===== src/rtl/serial_arith_pkg.sv =====
// Shared definitions for the bit-serial arithmetic blocks: FSM state encoding,
// default operand width and the full-subtractor truth function.
package serial_arith_pkg;

    typedef enum logic [1:0] {
        IDLE  = 2'd0,
        SHIFT = 2'd1,
        DONE  = 2'd2
    } serial_state_e;

    localparam int DEFAULT_WIDTH = 4;

    // Returns {borrow_out, difference} for x - y - bin.
    function automatic logic [1:0] full_sub(input logic x, input logic y, input logic bin);
        logic d;
        logic bo;
        d  = x ^ y ^ bin;
        bo = (~x & y) | (~(x ^ y) & bin);
        return {bo, d};
    endfunction

endpackage


===== src/rtl/full_subtractor_1bit.sv =====
// Single-bit combinational full subtractor: d = x - y - bin, with borrow out.
module full_subtractor_1bit
    import serial_arith_pkg::*;
(
    input  logic x,
    input  logic y,
    input  logic bin,
    output logic d,
    output logic bout
);

    logic [1:0] res;

    // Truth function lives in the package so serial adder/divider blocks can share it.
    assign res  = full_sub(x, y, bin);
    assign d    = res[0];
    assign bout = res[1];

endmodule


===== src/rtl/serial_subtractor_nbit.sv =====
// Bit-serial subtractor: diff = a - b, LSB first, one bit per clock, through
// a single full-subtractor cell and a registered borrow.
// Optional macro SERIAL_SUB_OVERFLOW_EN adds the signed-overflow output ov.
// WIDTH must be at least 2.
//
//   state | meaning
//   IDLE  | waiting for start; diff/bout hold the last result
//   SHIFT | one operand bit pair processed per cycle, busy high
//   DONE  | final bit done; publish diff/bout, pulse done, back to IDLE
module serial_subtractor_nbit
    import serial_arith_pkg::*;
#(
    parameter int WIDTH = DEFAULT_WIDTH
) (
    input  logic             clk,
    input  logic             reset,
    input  logic             start,
    input  logic [WIDTH-1:0] a,
    input  logic [WIDTH-1:0] b,
    output logic             busy,
    output logic             done,
    output logic [WIDTH-1:0] diff,
    output logic             bout
`ifdef SERIAL_SUB_OVERFLOW_EN
   ,output logic             ov
`endif
);

    localparam int CW = $clog2(WIDTH + 1);
    localparam logic [CW-1:0] LAST_BIT = CW'(WIDTH - 1);

    serial_state_e    state_q, state_d;
    logic [WIDTH-1:0] a_sh_q, a_sh_d;
    logic [WIDTH-1:0] b_sh_q, b_sh_d;
    logic [WIDTH-1:0] res_q, res_d;
    logic             br_q, br_d;
    logic [CW-1:0]    cnt_q, cnt_d;
    logic             busy_q, busy_d;
    logic             done_q, done_d;
    logic [WIDTH-1:0] diff_q, diff_d;
    logic             bout_q, bout_d;
`ifdef SERIAL_SUB_OVERFLOW_EN
    logic             a_msb_q, a_msb_d;
    logic             b_msb_q, b_msb_d;
    logic             ov_q, ov_d;
`endif

    logic fs_d;
    logic fs_bout;

    full_subtractor_1bit u_fs (
        .x    (a_sh_q[0]),
        .y    (b_sh_q[0]),
        .bin  (br_q),
        .d    (fs_d),
        .bout (fs_bout)
    );

    // Next-state and datapath: capture on start, shift per bit, publish at DONE.
    always_comb begin
        state_d = state_q;
        a_sh_d  = a_sh_q;
        b_sh_d  = b_sh_q;
        res_d   = res_q;
        br_d    = br_q;
        cnt_d   = cnt_q;
        done_d  = 1'b0;
        diff_d  = diff_q;
        bout_d  = bout_q;
`ifdef SERIAL_SUB_OVERFLOW_EN
        a_msb_d = a_msb_q;
        b_msb_d = b_msb_q;
        ov_d    = ov_q;
`endif
        case (state_q)
            IDLE: begin
                if (start) begin
                    a_sh_d  = a;
                    b_sh_d  = b;
                    br_d    = 1'b0;
                    cnt_d   = '0;
                    state_d = SHIFT;
`ifdef SERIAL_SUB_OVERFLOW_EN
                    a_msb_d = a[WIDTH-1];
                    b_msb_d = b[WIDTH-1];
`endif
                end
            end
            SHIFT: begin
                res_d  = {fs_d, res_q[WIDTH-1:1]};
                a_sh_d = a_sh_q >> 1;
                b_sh_d = b_sh_q >> 1;
                br_d   = fs_bout;
                cnt_d  = cnt_q + CW'(1);
                if (cnt_q == LAST_BIT) begin
                    state_d = DONE;
                end
            end
            DONE: begin
                diff_d  = res_q;
                bout_d  = br_q;
                done_d  = 1'b1;
                state_d = IDLE;
`ifdef SERIAL_SUB_OVERFLOW_EN
                ov_d    = (a_msb_q ^ b_msb_q) & (a_msb_q ^ res_q[WIDTH-1]);
`endif
            end
            default: begin
                state_d = IDLE;
            end
        endcase
        busy_d = (state_d == SHIFT);
    end

    // All state and registered outputs; synchronous reset aborts any operation.
    always_ff @(posedge clk) begin
        if (reset) begin
            state_q <= IDLE;
            a_sh_q  <= '0;
            b_sh_q  <= '0;
            res_q   <= '0;
            br_q    <= 1'b0;
            cnt_q   <= '0;
            busy_q  <= 1'b0;
            done_q  <= 1'b0;
            diff_q  <= '0;
            bout_q  <= 1'b0;
`ifdef SERIAL_SUB_OVERFLOW_EN
            a_msb_q <= 1'b0;
            b_msb_q <= 1'b0;
            ov_q    <= 1'b0;
`endif
        end else begin
            state_q <= state_d;
            a_sh_q  <= a_sh_d;
            b_sh_q  <= b_sh_d;
            res_q   <= res_d;
            br_q    <= br_d;
            cnt_q   <= cnt_d;
            busy_q  <= busy_d;
            done_q  <= done_d;
            diff_q  <= diff_d;
            bout_q  <= bout_d;
`ifdef SERIAL_SUB_OVERFLOW_EN
            a_msb_q <= a_msb_d;
            b_msb_q <= b_msb_d;
            ov_q    <= ov_d;
`endif
        end
    end

    assign busy = busy_q;
    assign done = done_q;
    assign diff = diff_q;
    assign bout = bout_q;
`ifdef SERIAL_SUB_OVERFLOW_EN
    assign ov   = ov_q;
`endif

endmodule


===== config.mk =====
export PLATFORM = sky130hd
export DESIGN_NAME = serial_subtractor_nbit
export DESIGN_NICKNAME = d
export VERILOG_FILES = /design/src/rtl/serial_arith_pkg.sv /design/src/rtl/full_subtractor_1bit.sv /design/src/rtl/serial_subtractor_nbit.sv
export SDC_FILE = /design/constraint.sdc
export NUM_CORES = 1
export LEC_CHECK = 0
export BUFFER_PORTS_ARGS = -buffer_cell sky130_fd_sc_hd__buf_2
export CORE_MARGIN = 8
export CORE_UTILIZATION = 56
export CTS_BUF_LIST = sky130_fd_sc_hd__clkbuf_4 sky130_fd_sc_hd__clkbuf_8
export CTS_CLUSTER_DIAMETER = 120
export DETAILED_ROUTE_END_ITERATION = 10
export GPL_TIMING_DRIVEN = 0
export PLACE_DENSITY = 0.8
export SETUP_SLACK_MARGIN = 0.5
export SLEW_MARGIN = 20
export SYNTH_ARGS = -nofsm -noshare
export SYNTH_HDL_FRONTEND = slang
export SYNTH_SLANG_ARGS = --single-unit

===== constraint.sdc =====
create_clock -name clk -period 1.3 [get_ports clk]
set_input_delay 0.13 -clock clk [delete_from_list [all_inputs] [get_ports clk]]
set_output_delay 0.13 -clock clk [all_outputs]
set_load 0.1 [all_outputs]

==> impl_metrics.ini, run 1 <==
[clocking]
path_clk_slew_ns = 0.15
numClockSinks = 25
insertion_delay_ns = 0.32
h-tree-depth = 1
numCtsBuffers = 3
clk_path_buf_depth = 2
cts_tree = built
clockRootBuffer = clkbuf_4
ctsHoldBuffers = 0

[drt]
drc = 0
num_vias = 945
drt-initial-drc-count = 23
viasPerCell = 5.91
firstDrtPassIters = 4
ant_nets = 0
drt_wl_total_mm = 3.77
wl_per_cell_um = 23.6

[yosys]
synth_cell_types = 24
ys_warn_count = 0
synth-seq-cells = 25
synth_top_family_by_area = compound AO/OA/AOI/OAI gates
synthTopCellsByArea = dfxtp_1, mux2i_1, a211oi_2
synth_mux_area_share_pct = 10.7
synth-xor-area-share_pct = 0
synth_fa_ha_area_share_pct = 4.39
synth_top_area_share_pct = 48.8
syn_nets = 113
synth_area_um2 = 1030
synth-simple-area-share_pct = 14.5
syn_inst = 99
yosysTopAreaCell = dfxtp_1
ys_seq_area_share_pct = 48.8
synth_compound_area_share_pct = 17.0
avgSynthCellArea_um2 = 10.4

[floorplanning]
die_w_um = 58.8
io_pins = 18
initial_core_util_pct = 59.4
rows = 15
die_y_um = 58.8
core_um2 = 1730
die_area_um2 = 3460

[timing]
max_clock_freq_mhz = 835
finalSetupViolCount = 0
rsz0062_at_grt = true
worstMarginPinSlew_ns = 0.512
tns_ns = 0
final.min_clock_period_ns = 1.20
fin_crit_sh_pct = 92.1
maxSlewHeadroom_pct = 65.8
slew_violations = 0
hold_ws_ns = 0.111
skew_ns = 0.00727
final_hold_viol_count = 0

[hold_path]
whs_path_depth = 3
min_from = a[3]
min_path_type = in2reg

[grt]
grt_overflow = 0
grt.total_usage_pct = 16.7
grt_pass1_wl_mm = 4.38
grt_pass1_vias = 879
antenna_found_initial = 0
grt_start_max_net_pins = 15

[critical_path]
cp.required_ns = 1.51
crit_path_end = b_sh_q[1]
worstReg2RegStart = state_q[0]
critPathArrivalTime_ns = 1.41
r2r_cells = 4
crit_family = flip-flops
critPathBufInv = 2
start_kind = flop
path_cells = buf_8 -> buf_6 -> mux2i_1 -> a211oi_2
cp_max_fo = 7
reg2reg_slack_ns = 0.10
end_kind = flop
crit_cells = 4
slowest_delay_ns = 0.44
crit_slowest_cell = dfxtp_4
crit_path_start = state_q[0]
crit_type = reg2reg
r2r_end = b_sh_q[1]

[power]
powerDensity_nw_per_um2 = 940
peakVddDrop_mv = 1.05
p_leak_nw = 0.602
power_w = 0.00150

[final_layout]
nets = 149
syn2layout_area_growth_pct = 55.7
drive_above_1_share_pct = 62.7

[outcome]
outcome = finished, final reports clean

[placed_design]
gp_congestion = 0.739
dp_hpwl_mm = 1.44
port_buffers = 16

[run]
max_cap_viol_count = 0
[flip-flops by register name (all words and copies together), names as in the netlist]
register	flops
a_sh_q	4
b_sh_q	4
bout	1
br_q	1
busy	1
cnt_q	3
diff	4
done	1
res_q	4
state_q	2
[per-stage QoR]
stage	worst slack (ns)	cells	utilization (%)	cell area, um^2
finish	0.103	160	92.5	1600
floorplan	0.251	99	-	1100
CTS	0.192	153	85.5	1480
global placement	0.168	140	70.1	1210
detailed placement	0.0951	140	70.1	1210
global route	0.0515	159	92.4	1600
[what timing repair did]
action / CTS / global route
setup buffers: 8 / 6
setup endpoints to repair: 32 / 32
cloned: 1 / 0
pin swaps: 10 / 7
resized for setup: 43 / 16
[worst register-to-register path, stage by stage (launching register included)]
cell      delay [ns]
dfxtp_4         0.44
buf_8           0.16
buf_6           0.11
mux2i_1         0.28
a211oi_2        0.11
[worst min path at each step]
stage                 to
2_1_floorplan  a_sh_q[3]
3_3_place_gp   b_sh_q[3]
3_5_place_dp   a_sh_q[3]
4_1_cts        a_sh_q[3]
5_1_grt        a_sh_q[3]
6_report       a_sh_q[3]
[layout by cell type (no fill, tap or decap), types with 2 or more instances in the layout]
cell,count
buf_6,6
dfxtp_4,2
a22oi_2,2
nor2_2,3
buf_12,8
buf_2,10
clkbuf_1,2
nor2_1,13
a21oi_2,2
inv_2,2
a21oi_1,2
a211oi_2,7
dfxtp_2,12
dfxtp_1,11
buf_4,10
nand2_1,8
mux2i_4,2
ha_4,2
mux2i_1,9
clkbuf_4,3
[routing by layer]
metal  GRT usage (%)  wire length [um]  vias to the layer above
li1                -                 -                      413
met1            18.1              1410                      460
met2            28.8              1950                       51
met3            4.13               207                       21
met4            9.22               204                        0
met5               0                 0                        -
[logic make-up after synthesis]
logic type | after synthesis
compound gates | 19
mux | 11
flops | 25
fa+ha+maj | 3
simple gates | 32
buf+inv | 9
[synth_stat cells]
library cell and count:
nor4b_1 1, inv_1 3, o21ba_1 1, mux2i_1 11, buf_4 1, buf_2 2, a22oi_1 3, o21bai_2 1
a21oi_1 4, a2bb2oi_1 2, buf_6 1, a211oi_1 2, nand2b_1 1, a2111oi_2 1, nor2_1 16, dfxtp_1 25
fa_1 1, nand2_1 8, clkbuf_1 2, a211oi_2 5, nor3b_1 3, and2b_2 1, nor2b_1 2, ha_1 2
[area by class of cell]
cell class	count	area (um^2)
flip-flops and latches	25	523
diodes	1	2.50
multi-input cells	65	627
fillers	65	129
repair buffers	31	325
plain buffers	6	50.0
clock inverters	1	5.00
inverters	3	11.3
well taps	25	31.3
clock buffers	3	22.5
[power by group]
group / internal [W] / switching [W] / total, W
Clock: 0.000115 / 0.000246 / 0.000362
Sequential: 0.000799 / 0.0000370 / 0.000836
Combinational: 0.000146 / 0.000158 / 0.000305
Note: power is estimated with default switching activity, not from simulation.
==> inputs of run 2 (changes only) <==
Settings changed: PLACE_DENSITY 0.8 to 0.92.
==> impl_metrics.ini, run 2 (same netlist as run 1, synthesis figures left out) <==
[critical_path]
slowest_delay_ns = 0.47
start_kind = flop
r2r_cells = 4
crit_cells = 4
crit_type = reg2reg
cp.required_ns = 1.55
crit_family = flip-flops
critPathArrivalTime_ns = 1.39
path_cells = buf_12 -> and2b_2 -> nand2_1 -> a21oi_1
critPathBufInv = 1
cp_max_fo = 7
crit_slowest_cell = dfxtp_4
end_kind = flop

[power]
peakVddDrop_mv = 0.677
p_leak_nw = 0.573
powerDensity_nw_per_um2 = 952

[placed_design]
dp_cells = 140
dp_hpwl_mm = 1.58
pre_cts_slack_ns = 0.145
place_area_um2 = 1210
port_buffers = 16
gp_congestion = 0.724

[clocking]
cts_tree = built
clk_path_buf_depth = 2
ctsHoldBuffers = 0
clockRootBuffer = clkbuf_4
numCtsBuffers = 3
path_clk_slew_ns = 0.13
h-tree-depth = 1
insertion_delay_ns = 0.32
numClockSinks = 25

[run]
max_cap_viol_count = 0

[final_layout]
n_fill_cell = 78
nets = 144
syn2layout_area_growth_pct = 51.2
stdcell_area_um2 = 1550
layout.cells.most_common = nor2_1
seq_area_um2 = 526
final_cell_mix = nor2_1, dfxtp_2, dfxtp_1
drive_above_1_share_pct = 60.5
diodes = 0
final_cell_count_no_fill = 154
multi_input_area_um2 = 609

[floorplanning]
die_y_um = 58.8
die_area_um2 = 3460
die_w_um = 58.8
io_pins = 18
rows = 15
initial_core_util_pct = 59.4
core_um2 = 1730

[timing]
finalSetupViolCount = 0
maxSlewHeadroom_pct = 68.0
final.min_clock_period_ns = 1.15
skew_ns = 0.00326
tns_ns = 0
max_clock_freq_mhz = 873
final_hold_viol_count = 0
slew_violations = 0
fin_crit_sh_pct = 88.2
setup_ws_ns = 0.154
worstMarginPinSlew_ns = 0.480
rsz0062_at_grt = true

[grt]
grt_start_max_net_pins = 14
grt_pass1_vias = 923
grt.total_usage_pct = 15.6
antenna_found_initial = 0
grt_pass1_wl_mm = 4.16
grt_overflow = 0

[drt]
drt-initial-drc-count = 30
viasPerCell = 5.53
drt_wl_total_mm = 2.84
drc = 0
firstDrtPassIters = 4
num_vias = 852
ant_nets = 0
wl_per_cell_um = 18.4

[hold_path]
min_path_type = in2reg
whs_path_depth = 3

[outcome]
outcome = finished, final reports clean
-- run 2: final cells by class --
class / instances / area share [%]
buffer: 6 / 3.55
sequential: 25 / 33.9
clock buffer: 4 / 1.94
timing repair buffer: 26 / 18.6
multi-input combinational: 65 / 39.3
tap: 25 / 2.02
inverter: 3 / 0.726
-- run 2: worst paths after layout --
check | startpoint | to | slack [ns]
worst max-delay path | state_q[0] | res_q[0] | 0.15
worst max register to register | state_q[0] | res_q[0] | 0.15
worst min-delay path | b[3] | b_sh_q[3] | 0.09
worst min register to register | res_q[2] | res_q[1] | 0.50
-- run 2: worst reg2reg max path, cell delays in order, from the launching register on --
cell,delay [ns]
dfxtp_4,0.47
buf_12,0.15
and2b_2,0.21
nand2_1,0.07
a21oi_1,0.18
-- run 2: power breakdown --
part	internal, W	switching, W	total [W]	leakage, nW
Combinational	0.000139	0.000137	0.000276	0.343
Clock	0.000141	0.000229	0.000370	0.0184
Sequential	0.000797	0.0000339	0.000831	0.211
Total	0.00108	0.000400	0.00148	0.573
-- run 2: timing repair --
item,4_1_cts,5_1_grt
pin swaps,5,6
gates cloned,1,1
setup buffers,6,2
endpoints found under the setup margin,32,32
gates resized for setup,40,16
-- run 2: metal layers --
layer | vias to the layer above | global-route usage, % | routed length [um]
li1 | 402 | - | -
met1 | 416 | 16.5 | 1130
met2 | 25 | 28.2 | 1510
met3 | 9 | 3.26 | 114
met4 | 0 | 8.19 | 79
met5 | - | 0 | 0
-- run 2: metrics by stage --
stage	util (%)	total power, W	hold slack [ns]
floorplan	-	0.000980	0.278
global placement	70.1	0.00102	0.370
detailed placement	70.1	0.00103	0.379
CTS	83.7	0.00143	0.0377
global route	89.9	0.00154	0.109
finish	89.9	0.00148	0.0916
==> inputs of run 3 (changes only) <==
Clock period 1.3 ns to 1.1 ns, I/O delays scaled along.
==> impl_metrics.ini, run 3 (same netlist as run 1, synthesis figures left out) <==
[final_layout]
final_core_util_pct = 88.9
diodes = 0
final_cell_count_no_fill = 156
syn2layout_area_growth_pct = 49.6
nets = 146
final_cell_mix = nor2_1, mux2i_1, dfxtp_1
layout.cells.most_common = nor2_1
drive_above_1_share_pct = 53.4

[clocking]
ctsHoldBuffers = 0
path_clk_slew_ns = 0.13
cts_tree = built
insertion_delay_ns = 0.32
numClockSinks = 25
h-tree-depth = 1
clk_path_buf_depth = 2
clockRootBuffer = clkbuf_4
numCtsBuffers = 3

[critical_path]
start_kind = flop
reg2reg_slack_ns = -0.04
r2r_cells = 4
critPathArrivalTime_ns = 1.41
cp.required_ns = 1.37
slowest_delay_ns = 0.51
path_cells = inv_2 -> fa_1 -> nand2_1 -> a21oi_2
cp_max_fo = 2
crit_type = reg2reg
end_kind = flop
worstReg2RegStart = br_q
r2r_end = res_q[3]
crit_slowest_cell = fa_1

[floorplanning]
initial_core_util_pct = 59.4
die_w_um = 58.8
rows = 15
die_area_um2 = 3460
core_um2 = 1730
io_pins = 18
die_y_um = 58.8

[drt]
wl_per_cell_um = 17.5
drt-initial-drc-count = 33
drc = 0
firstDrtPassIters = 4
viasPerCell = 5.41
drt_wl_total_mm = 2.74
num_vias = 844
ant_nets = 0

[power]
powerDensity_nw_per_um2 = 1110
peakVddDrop_mv = 1.19
p_leak_nw = 0.585
power_w = 0.00170

[grt]
grt_overflow = 0
antenna_found_initial = 0
grt_pass1_wl_mm = 4.13
grt.total_usage_pct = 15.5
grt_start_max_net_pins = 14
grt_pass1_vias = 908

[outcome]
violations = setup timing
outcome = finished with violations

[timing]
worstMarginPinSlew_ns = 0.460
rsz0062_at_grt = true
finalSetupViolCount = 12
final_hold_viol_count = 0
maxSlewHeadroom_pct = 69.3
skew_ns = 0.00665
fin_crit_sh_pct = 104
final.min_clock_period_ns = 1.14
slew_violations = 0
setup_ws_ns = -0.0437
max_clock_freq_mhz = 874
hold_ws_ns = 0.0344

[hold_path]
hold-path-endpoint = b_sh_q[3]
whs_path_depth = 3
min_path_type = in2reg
min_from = b[3]

[placed_design]
gp_congestion = 0.734
dp_hpwl_mm = 1.57
dp_cells = 140
pre_cts_slack_ns = -0.127
port_buffers = 16

[run]
max_cap_viol_count = 0
## run 3: worst max-delay path, delay by kind of cell (launching register included)
kind,cells,cell delay (ns)
adder cells (fa/ha/maj),1,0.51
AO/OA/AOI/OAI,1,0.12
AND/OR/NAND/NOR,1,0.07
flip-flops,1,0.36
buffers and inverters,1,0.04
## run 3: per-layer routing
| metal | up-vias | global-route usage [%] | routed length [um] |
|---|---|---|---|
| met4 | 0 | 7.17 | 35 |
| li1 | 409 | - | - |
| met3 | 5 | 2.83 | 97 |
| met1 | 407 | 16.9 | 1100 |
| met2 | 23 | 27.9 | 1500 |
| met5 | - | 0 | 0 |
## run 3: where the power goes
part           internal [W]  switching [W]
Sequential         0.000928      0.0000372
Clock              0.000167       0.000270
Combinational      0.000148       0.000153
Total               0.00124       0.000460
## run 3: through the flow
step                      cell area, um^2  TNS (ns)
after CTS                            1500   -0.0320
after detailed placement             1230    -0.726
after global routing                 1540     -1.02
after floorplan                      1120         0
after global placement               1230    -0.205
final                                1540    -0.251
## run 3: cell type report
class / instances / area, um^2
plain buffers: 6 / 55.1
clock buffers: 4 / 30.0
fillers: 85 / 191
inverters: 3 / 11.3
multi-input cells: 66 / 582
flip-flops and latches: 25 / 541
well taps: 25 / 31.3
repair buffers: 27 / 285
## run 3: timing repair
| item | 4_1_cts | 5_1_grt |
|---|---|---|
| buffers inserted | 9 | 1 |
| setup endpoints to repair | 32 | 32 |
| endpoints found under the hold margin | 0 | 0 |
| pin swaps | 3 | 3 |
| cloned | 1 | 1 |
| gates resized for setup | 39 | 1 |
## run 3: worst max path at each step
stage               startpoint  endpoint  slack [ns]  cells after the start
floorplan            a_sh_q[0]  res_q[3]        0.05                      3
global placement    state_q[1]   diff[1]       -0.04                      4
detailed placement  state_q[1]   diff[0]       -0.13                      4
CTS                       br_q  res_q[3]      -0.009                      4
global route              br_q  res_q[3]       -0.09                      4
finish                    br_q  res_q[3]       -0.04                      4
